`src/rtl/data_mem_responder.sv`:
```
// data_mem_responder
//
// Purpose: a small word-addressed data memory that answers one request at a
// time through a valid/ready request channel and a valid/ready response
// channel. Each accepted request spends WAIT_CYCLES wait states before the
// response is presented and held until the initiator takes it. Misaligned
// or out-of-range addresses are answered with an error and never touch the
// array.
//
// Parameters:
//   DEPTH        number of 16-bit words (power of two, 2..256)
//   WAIT_CYCLES  wait states between acceptance and response (0..15)
//
// Ports:
//   clk          single clock, rising edge
//   rst_n        asynchronous active-low reset (clears FSM, outputs, array)
//   req_valid    initiator presents a request
//   req_ready    responder accepts the request this cycle (IDLE only)
//   req_we       1 = write, 0 = read
//   req_addr     byte address, word index is req_addr[15:1]
//   req_wdata    write data
//   resp_valid   response available
//   resp_ready   initiator takes the response
//   resp_rdata   read data, 0 for writes and errors
//   resp_err     request was misaligned or out of range

module data_mem_responder #(
    parameter int DEPTH       = 8,
    parameter int WAIT_CYCLES = 1
) (
    input  logic        clk,
    input  logic        rst_n,
    input  logic        req_valid,
    output logic        req_ready,
    input  logic        req_we,
    input  logic [15:0] req_addr,
    input  logic [15:0] req_wdata,
    output logic        resp_valid,
    input  logic        resp_ready,
    output logic [15:0] resp_rdata,
    output logic        resp_err
);

    localparam int         IW        = (DEPTH > 1) ? $clog2(DEPTH) : 1;
    localparam logic [3:0] WAIT_LOAD = (WAIT_CYCLES > 0) ? 4'(WAIT_CYCLES - 1) : 4'd0;

    typedef enum logic [1:0] {
        IDLE,
        WAIT,
        RESP
    } state_t;

    state_t        state;
    state_t        next_state;
    logic [3:0]    count;
    logic          ready_en;
    logic          lat_we;
    logic [15:0]   lat_addr;
    logic [15:0]   lat_wdata;
    logic [15:0]   mem [DEPTH];

    logic          accept;
    logic          enter_resp;
    logic          eff_we;
    logic [15:0]   eff_addr;
    logic [15:0]   eff_wdata;
    logic          eff_err;
    logic [IW-1:0] eff_idx;

    // ready_en keeps req_ready low until the first edge after reset release
    assign req_ready  = ready_en && (state == IDLE);
    assign accept     = req_valid && req_ready;
    assign resp_valid = (state == RESP);

    // With zero wait states RESP is entered on the acceptance edge itself,
    // before the latches hold the new request, so the live inputs are used.
    assign eff_we    = (state == IDLE) ? req_we    : lat_we;
    assign eff_addr  = (state == IDLE) ? req_addr  : lat_addr;
    assign eff_wdata = (state == IDLE) ? req_wdata : lat_wdata;
    assign eff_err   = eff_addr[0] || ({17'd0, eff_addr[15:1]} >= 32'(DEPTH));
    assign eff_idx   = eff_addr[IW:1];

    // State register
    always_ff @(posedge clk or negedge rst_n) begin
        if (!rst_n) begin
            state <= IDLE;
        end else begin
            state <= next_state;
        end
    end

    // Next-state logic
    always_comb begin
        next_state = state;
        case (state)
            IDLE: begin
                if (accept) begin
                    next_state = (WAIT_CYCLES == 0) ? RESP : WAIT;
                end
            end
            WAIT: begin
                if (count == 4'd0) begin
                    next_state = RESP;
                end
            end
            RESP: begin
                if (resp_ready) begin
                    next_state = IDLE;
                end
            end
            default: next_state = IDLE;
        endcase
    end

    assign enter_resp = (next_state == RESP) && (state != RESP);

    // Wait-state counter
    always_ff @(posedge clk or negedge rst_n) begin
        if (!rst_n) begin
            count <= 4'd0;
        end else if (accept) begin
            count <= WAIT_LOAD;
        end else if ((state == WAIT) && (count != 4'd0)) begin
            count <= count - 4'd1;
        end
    end

    // Request latches, memory array and response registers
    always_ff @(posedge clk or negedge rst_n) begin
        if (!rst_n) begin
            ready_en   <= 1'b0;
            lat_we     <= 1'b0;
            lat_addr   <= 16'd0;
            lat_wdata  <= 16'd0;
            resp_rdata <= 16'd0;
            resp_err   <= 1'b0;
            for (int i = 0; i < DEPTH; i++) begin
                mem[i] <= 16'd0;
            end
        end else begin
            ready_en <= 1'b1;
            if (accept) begin
                lat_we    <= req_we;
                lat_addr  <= req_addr;
                lat_wdata <= req_wdata;
            end
            if (enter_resp) begin
                if (eff_err) begin
                    resp_err   <= 1'b1;
                    resp_rdata <= 16'd0;
                end else if (eff_we) begin
                    mem[eff_idx] <= eff_wdata;
                    resp_err     <= 1'b0;
                    resp_rdata   <= 16'd0;
                end else begin
                    resp_err   <= 1'b0;
                    resp_rdata <= mem[eff_idx];
                end
            end else if ((state == RESP) && resp_ready) begin
                resp_err   <= 1'b0;
                resp_rdata <= 16'd0;
            end
        end
    end

endmodule

```
`config.mk`:
```
export PLATFORM = sky130hd
export DESIGN_NAME = data_mem_responder
export DESIGN_NICKNAME = d
export VERILOG_FILES = /design/src/rtl/data_mem_responder.sv
export SDC_FILE = /design/constraint.sdc
export NUM_CORES = 1
export LEC_CHECK = 0
export CELL_PAD_IN_SITES_DETAIL_PLACEMENT = 1
export CELL_PAD_IN_SITES_GLOBAL_PLACEMENT = 1
export CORE_MARGIN = 10
export CORE_UTILIZATION = 44
export DETAILED_ROUTE_END_ITERATION = 8
export GPL_TIMING_DRIVEN = 0
export PLACE_DENSITY_LB_ADDON = 0.1
export SLEW_MARGIN = 0
export SYNTH_ARGS = -nofsm -noshare
export SYNTH_HDL_FRONTEND = slang
export SYNTH_SLANG_ARGS = --single-unit
```
`constraint.sdc`:
```
create_clock -name clk -period 2.41 [get_ports clk]
set_input_delay 0.723 -clock clk [delete_from_list [all_inputs] [get_ports clk]]
set_output_delay 0.723 -clock clk [all_outputs]
set_load 0.1 [all_outputs]
```
Word level (Yosys, flattened, before mapping)
Cells that the tools add are included.
- input bits: 37
- output and inout port bits: 19
- register bits: 185
- order comparisons: 3
- bitwise operators: 2
- reductions and logical operators: 13
- eq/ne operators: 4
- add/subtract/negate cells: 1
- muxes and demuxes: 22
- operators by type and width (cell ; count):
    $mux 16 ; 9
    $bwmux 128 ; 1
    $bmux 16 s3 ; 1
    $demux 16 s3 ; 1
    $ge 15x4->1 const B ; 1
    $mux 4 ; 2
    $logic_and 1x1->1 ; 6
    $mux 2 ; 3
    $pmux 2 s3 ; 1
    $eq 2x2->1 const B ; 2
    $ge 4x4->1 const B ; 1
    $logic_not 4->1 ; 1
    $lt 4x1->1 const B ; 1
    $mux 1 ; 4
    $not 3->4 ; 1
    $reduce_bool 2->1 ; 2
    $reduce_bool 4->1 ; 1
    $sub 4x1->4 const B ; 1
    $reduce_and 3->1 ; 1
    $eq 2x1->1 const B ; 1
    $logic_not 2->1 ; 1
    $ne 2x2->1 const B ; 1
    $logic_or 1x1->1 ; 1
    $not 1->1 ; 1

Logic depth before layout (Yosys ltp)
Gate-level depths: netlist (run 1).
- depth in word-level cells: 9
- gate-level depth with buffers: 9
- depth with buffers taken out: 7

Worst setup path before layout (run 1)
Ideal clock, no wire load.
- path kind: reg-to-reg
- start point: reg state[1]
- end point: reg resp_rdata[10]
- slack: -0.501 ns
- path buffers: 2
- cell stages (with the launch flop): 7
- arrival time: 2.788 ns
- cell sequence: dfrtp_1 > nor2b_1 > nand2_1 > and2_1 > clkbuf_1 > clkbuf_1 > a32o_1
- elaborated cells between the ends (all ways): 25
- RTL lines (what ; RTL line ; source):
    from (decl) ; 53 ; state_t state;
    from (signal assigned) ; 88 ; state <= next_state;
    $eq 2x2->1 (*) ; - ;
    named net resp_valid ; 38 ; output logic resp_valid,
    $pmux 2 s3 ; 95 ; case (state)
    $eq 2x2->1 ; 115 ; assign enter_resp = (next_state == RESP) && (state != RESP);
    $logic_and 1x1->1 ; 115 ;
    $mux 16 or $reduce_bool 2->1 (tied branches) ; - ;
    to (signal assigned) ; 157 ; resp_rdata <= mem[eff_idx];
    to (decl) ; 40 ; output logic [15:0] resp_rdata,
Mark *: on every way through the listed nets, which the timed path passes. The rest lies on a longest branch. The select of a mux whose other input is x is not followed.
A chain may end at the register's enable or synchronous reset.

Worst setup path in the final report (run 1)
- start point: in req_addr[14]
- end point: reg mem[110] in the netlist's numbering
- word-level cells in the longest chain between the ends: 5
- ends and longest elaborated chain (what ; RTL line ; source):
    from (decl) ; 36 ; input logic [15:0] req_addr,
    $mux 16 ; 78 ; assign eff_addr = (state == IDLE) ? req_addr : lat_addr;
    $ge 15x4->1 ; 80 ; assign eff_err = eff_addr[0] || ({17'd0, eff_addr[15:1]} >= 32'(DEPTH));
    $logic_or 1x1->1 ; 80 ;
    $not 1->1 (no source line) ; - ;
    $reduce_and 3->1 (no source line) ; - ;
    to (signal, indexed assignment) ; 152 ; mem[eff_idx] <= eff_wdata;
    to (decl) ; 60 ; logic [15:0] mem [DEPTH];
Every way passes these cells.

==> results of run 1 <==
==> power groups by stage <==
stage | clock, W | sequential (W) | combinational, W
after floorplan | 0 | 0.00373 | 0.00260
after global placement | 0 | 0.00371 | 0.00405
after detailed placement | 0 | 0.00375 | 0.00418
after CTS | 0.00270 | 0.00372 | 0.00446
after global routing | 0.00284 | 0.00375 | 0.00508
final | 0.00265 | 0.00370 | 0.00472
==> metal layers <==
layer | up-vias | GRT usage | wire [microns]
met2 | 121 | 0.3085 | 13270
met3 | 22 | 0.03644 | 1049
met4 | 0 | 0.04083 | 302
met1 | 3445 | 0.2540 | 12140
met5 | - | 0 | 0
li1 | 2919 | - | -
==> placed cells by master (no fill, tap or decap), drive strengths merged, types with 4 or more instances in the layout <==
cell type      netlist  routed
nand2              114     114
a31oi               18      18
dlymetal6s2s         0       4
o211ai               5       5
mux2               163     163
inv                  4       9
o21ai                8       8
nor2                40      40
nor3                 7       7
nor4                 4       4
a32o                15      15
or2                  4       4
clkdlybuf4s50        0      25
clkinvlp             0       5
clkinv               0       4
nor3b                6       6
mux2i               77      77
dfrtp              185     185
clkdlybuf4s15        0      11
o32ai               15      15
dlygate4sd2          0       5
buf                 26      66
nand3               15      15
clkbuf              17      45
==> per-stage QoR <==
stage                     setup WS [ns]  instances
after floorplan                0.003052        749
after global placement           -7.004       1078
after detailed placement         -1.454       1079
after CTS                      -0.07851       1133
after global routing           -0.08208       1152
final                          0.008278       1152
==> cell usage after synthesis (all sizes together) (3+ instances only) <==
cell and count:
nor2b 3, or2 4, a31oi 18, nand2 114, and3 3, o21ai 8, o211ai 5, mux2i 77
buf 26, inv 4, nand3 15, nor2 40, clkbuf 17, o32ai 15, a32o 15, mux2 163
nor3 7, nor4 4, dfrtp 185, nor3b 6
==> flip-flops by register name, indices dropped and copies added (netlist names) <==
name        cells
resp_err        1
lat_wdata      16
state           2
count           4
lat_addr       16
ready_en        1
mem           128
lat_we          1
resp_rdata     16
==> layout make-up <==
type,instances,area share
plain buffers,43,0.02700
clock buffers,18,0.03749
clock inverters,14,0.01006
inverters,4,0.001312
multi-input cells,517,0.4078
flip-flops and latches,185,0.4047
well taps,275,0.03006
repair buffers,96,0.08155
==> timing repair <==
item / CTS / global route
setup buffers: 20 / 16
gates resized for setup: 97 / 45
cloned: 2 / 3
setup endpoints to repair: 188 / 155
pin swaps: 15 / 8
==> how the worst max path moves through the flow <==
stage                  from         to  slack [ns]  cells after the start
4_1_cts            state[0]  req_ready       -0.08                      5
6_report       req_addr[14]   mem[110]       0.008                      9
3_3_place_gp          rst_n    mem[74]       -7.00                      1
5_1_grt            count[1]   mem[110]       -0.08                     10
2_1_floorplan   req_addr[3]    mem[69]       0.003                      5
3_5_place_dp       state[1]  req_ready       -1.45                      5
==> worst max-delay path, cell delays in order <==
cell,delay (ns)
dlygate4sd2_1,0.27
nor4_2,0.25
and4_4,0.29
o21ai_4,0.08
buf_12,0.14
buf_6,0.11
nor3_4,0.30
buf_6,0.21
mux2_4,0.31
==> cells by family after synthesis <==
group | Yosys count | synth area share
AO/OA/AOI/OAI | 66 | 0.05842
XOR/XNOR | 3 | 0.002802
adder cells (fa/ha/maj) | 2 | 0.002667
buffers and inverters | 47 | 0.02721
flip-flops | 185 | 0.4935
multiplexers | 240 | 0.3099
other | 1 | 0.0003998
AND/OR/NAND/NOR | 205 | 0.1051
==> results.py, run 1 <==
metrics = {
    "worst_setup_path": {
        "crit_fanout": 6,
        "reg2reg_to": "mem[110]",
        "r2r_start": "count[1]",
        "crit_required_ns": 2.72,
        "critPathKind": "in -> reg",
        "reg2reg_slack_ns": 0.03,
        "reg2reg_depth": 10,
        "end_kind": "flip-flop",
        "critPathLaunchType": "input pin",
        "arrival_ns": 2.71,
    },
    "detailed_routing": {
        "drc": 0,
        "drt_iter0_markers": 292,
        "wirelength_mm": 26.76,
        "ant_nets": 0,
        "firstDrtPassIters": 4,
        "wl_per_cell_microns": 23.23,
        "vias_per_cell": 5.648,
        "via_count": 6507,
    },
    "sta": {
        "fin_skew_ns": 0.01572,
        "rsz0062_at_grt": "true",
        "whs_ns": 0.2179,
        "tightestPinTransition_ns": 0.9704,
        "tns_ns": 0,
        "period_share": 0.9966,
        "slew_headroom": 0.3556,
        "fmax_ghz": 0.4164,
        "hold_viol_final": 0,
        "period_needed_ns": 2.402,
        "finalMaxSlewViolations": 0,
        "setup_viol": 0,
    },
    "clock_network": {
        "clk_pin_slew_worst_paths_ns": 0.07,
        "numClockSinks": 185,
        "cts_tree": "done",
        "clockBufferDepth": 2,
        "h-tree-depth": 4,
        "cts-root-buf": "clkbuf_16",
        "cts-buffers-inserted": 17,
        "hold_buffers": 0,
        "clk_latency_ns": 0.43,
    },
    "power": {
        "p_total_w": 0.01107,
        "p_switching_w": 0.004671,
        "intPower_w": 0.006401,
        "p_comb_frac": 0.426,
        "cellLeakagePower_nw": 5.388,
        "switching_share": 0.4219,
        "p_clk_frac": 0.240,
        "ir_drop_v": 0.0006156,
        "p_per_area_nw_per_um2": 967.4,
        "seq_power_share": 0.334,
    },
    "die": {
        "dieArea_sq_um": 27560,
        "pin_count": 56,
        "num_rows": 53,
        "start_util": 0.4462,
        "die_w_microns": 166.0,
        "core_area_sq_um": 21020,
        "die_y_microns": 166.0,
    },
    "worst_hold_path": {
        "hp-class": "in -> async",
    },
    "global_routing": {
        "grt_pass1_vias": 7126,
        "grt_use_total": 0.1888,
        "grt_first_pass_wirelength_mm": 41.83,
        "grt_max_degree": 124,
        "antenna_found_initial": 0,
        "grt_overflow": 0,
    },
    "status": {
        "status": "finished clean",
    },
    "logic_synthesis": {
        "yosysTopAreaCellShare": 0.4935,
        "synth-edff-count": 0,
        "netlist_top_cells_area": "dfrtp_1, mux2_4, mux2_2, mux2i_1, nand2_1",
        "synth_area_leader_cell": "dfrtp_1",
        "syn_area_sq_um": 9380,
        "syn-instance-count": 749,
        "yosysUniqueCellTypes": 44,
        "avgSynthCellArea_sq_um": 12.52,
        "yosysSeqAreaShare": 0.4935,
        "synth-seq-cells": 185,
        "yosys_warnings": 0,
        "ys_async_sr_fraction": 1.000,
        "synth.net_count": 788,
        "ys.flop_type": "dfrtp_1",
    },
    "placed_design": {
        "gp_congestion": 0.7692,
        "numPortBuffers": 54,
        "dpl.hpwl_mm": 17.92,
        "place_area_sq_um": 10310,
    },
    "final_layout": {
        "final_util": 0.5445,
        "fin_nets": 903,
        "multi_input_area_sq_um": 4668,
        "area_growth_pct": 22.02,
        "design_area_sq_um": 11450,
        "drive_gt1_frac": 0.3683,
        "regArea_sq_um": 4632,
        "fillCellCount": 2109,
        "insertedDiodeCount": 0,
    },
    "job": {
        "drv_cap": 0,
    },
}
(Power assumes the default switching activity.)
==> inputs of run 2 (changes only) <==
--- a/config.mk
+++ b/config.mk
@@ -12,7 +12,6 @@
 export DETAILED_ROUTE_END_ITERATION = 8
 export GPL_TIMING_DRIVEN = 0
 export PLACE_DENSITY_LB_ADDON = 0.1
-export SLEW_MARGIN = 0
 export SYNTH_ARGS = -nofsm -noshare
 export SYNTH_HDL_FRONTEND = slang
 export SYNTH_SLANG_ARGS = --single-unit
==> results of run 2 <==
The final DEF is identical to that of run 1; final timing and power are the same.
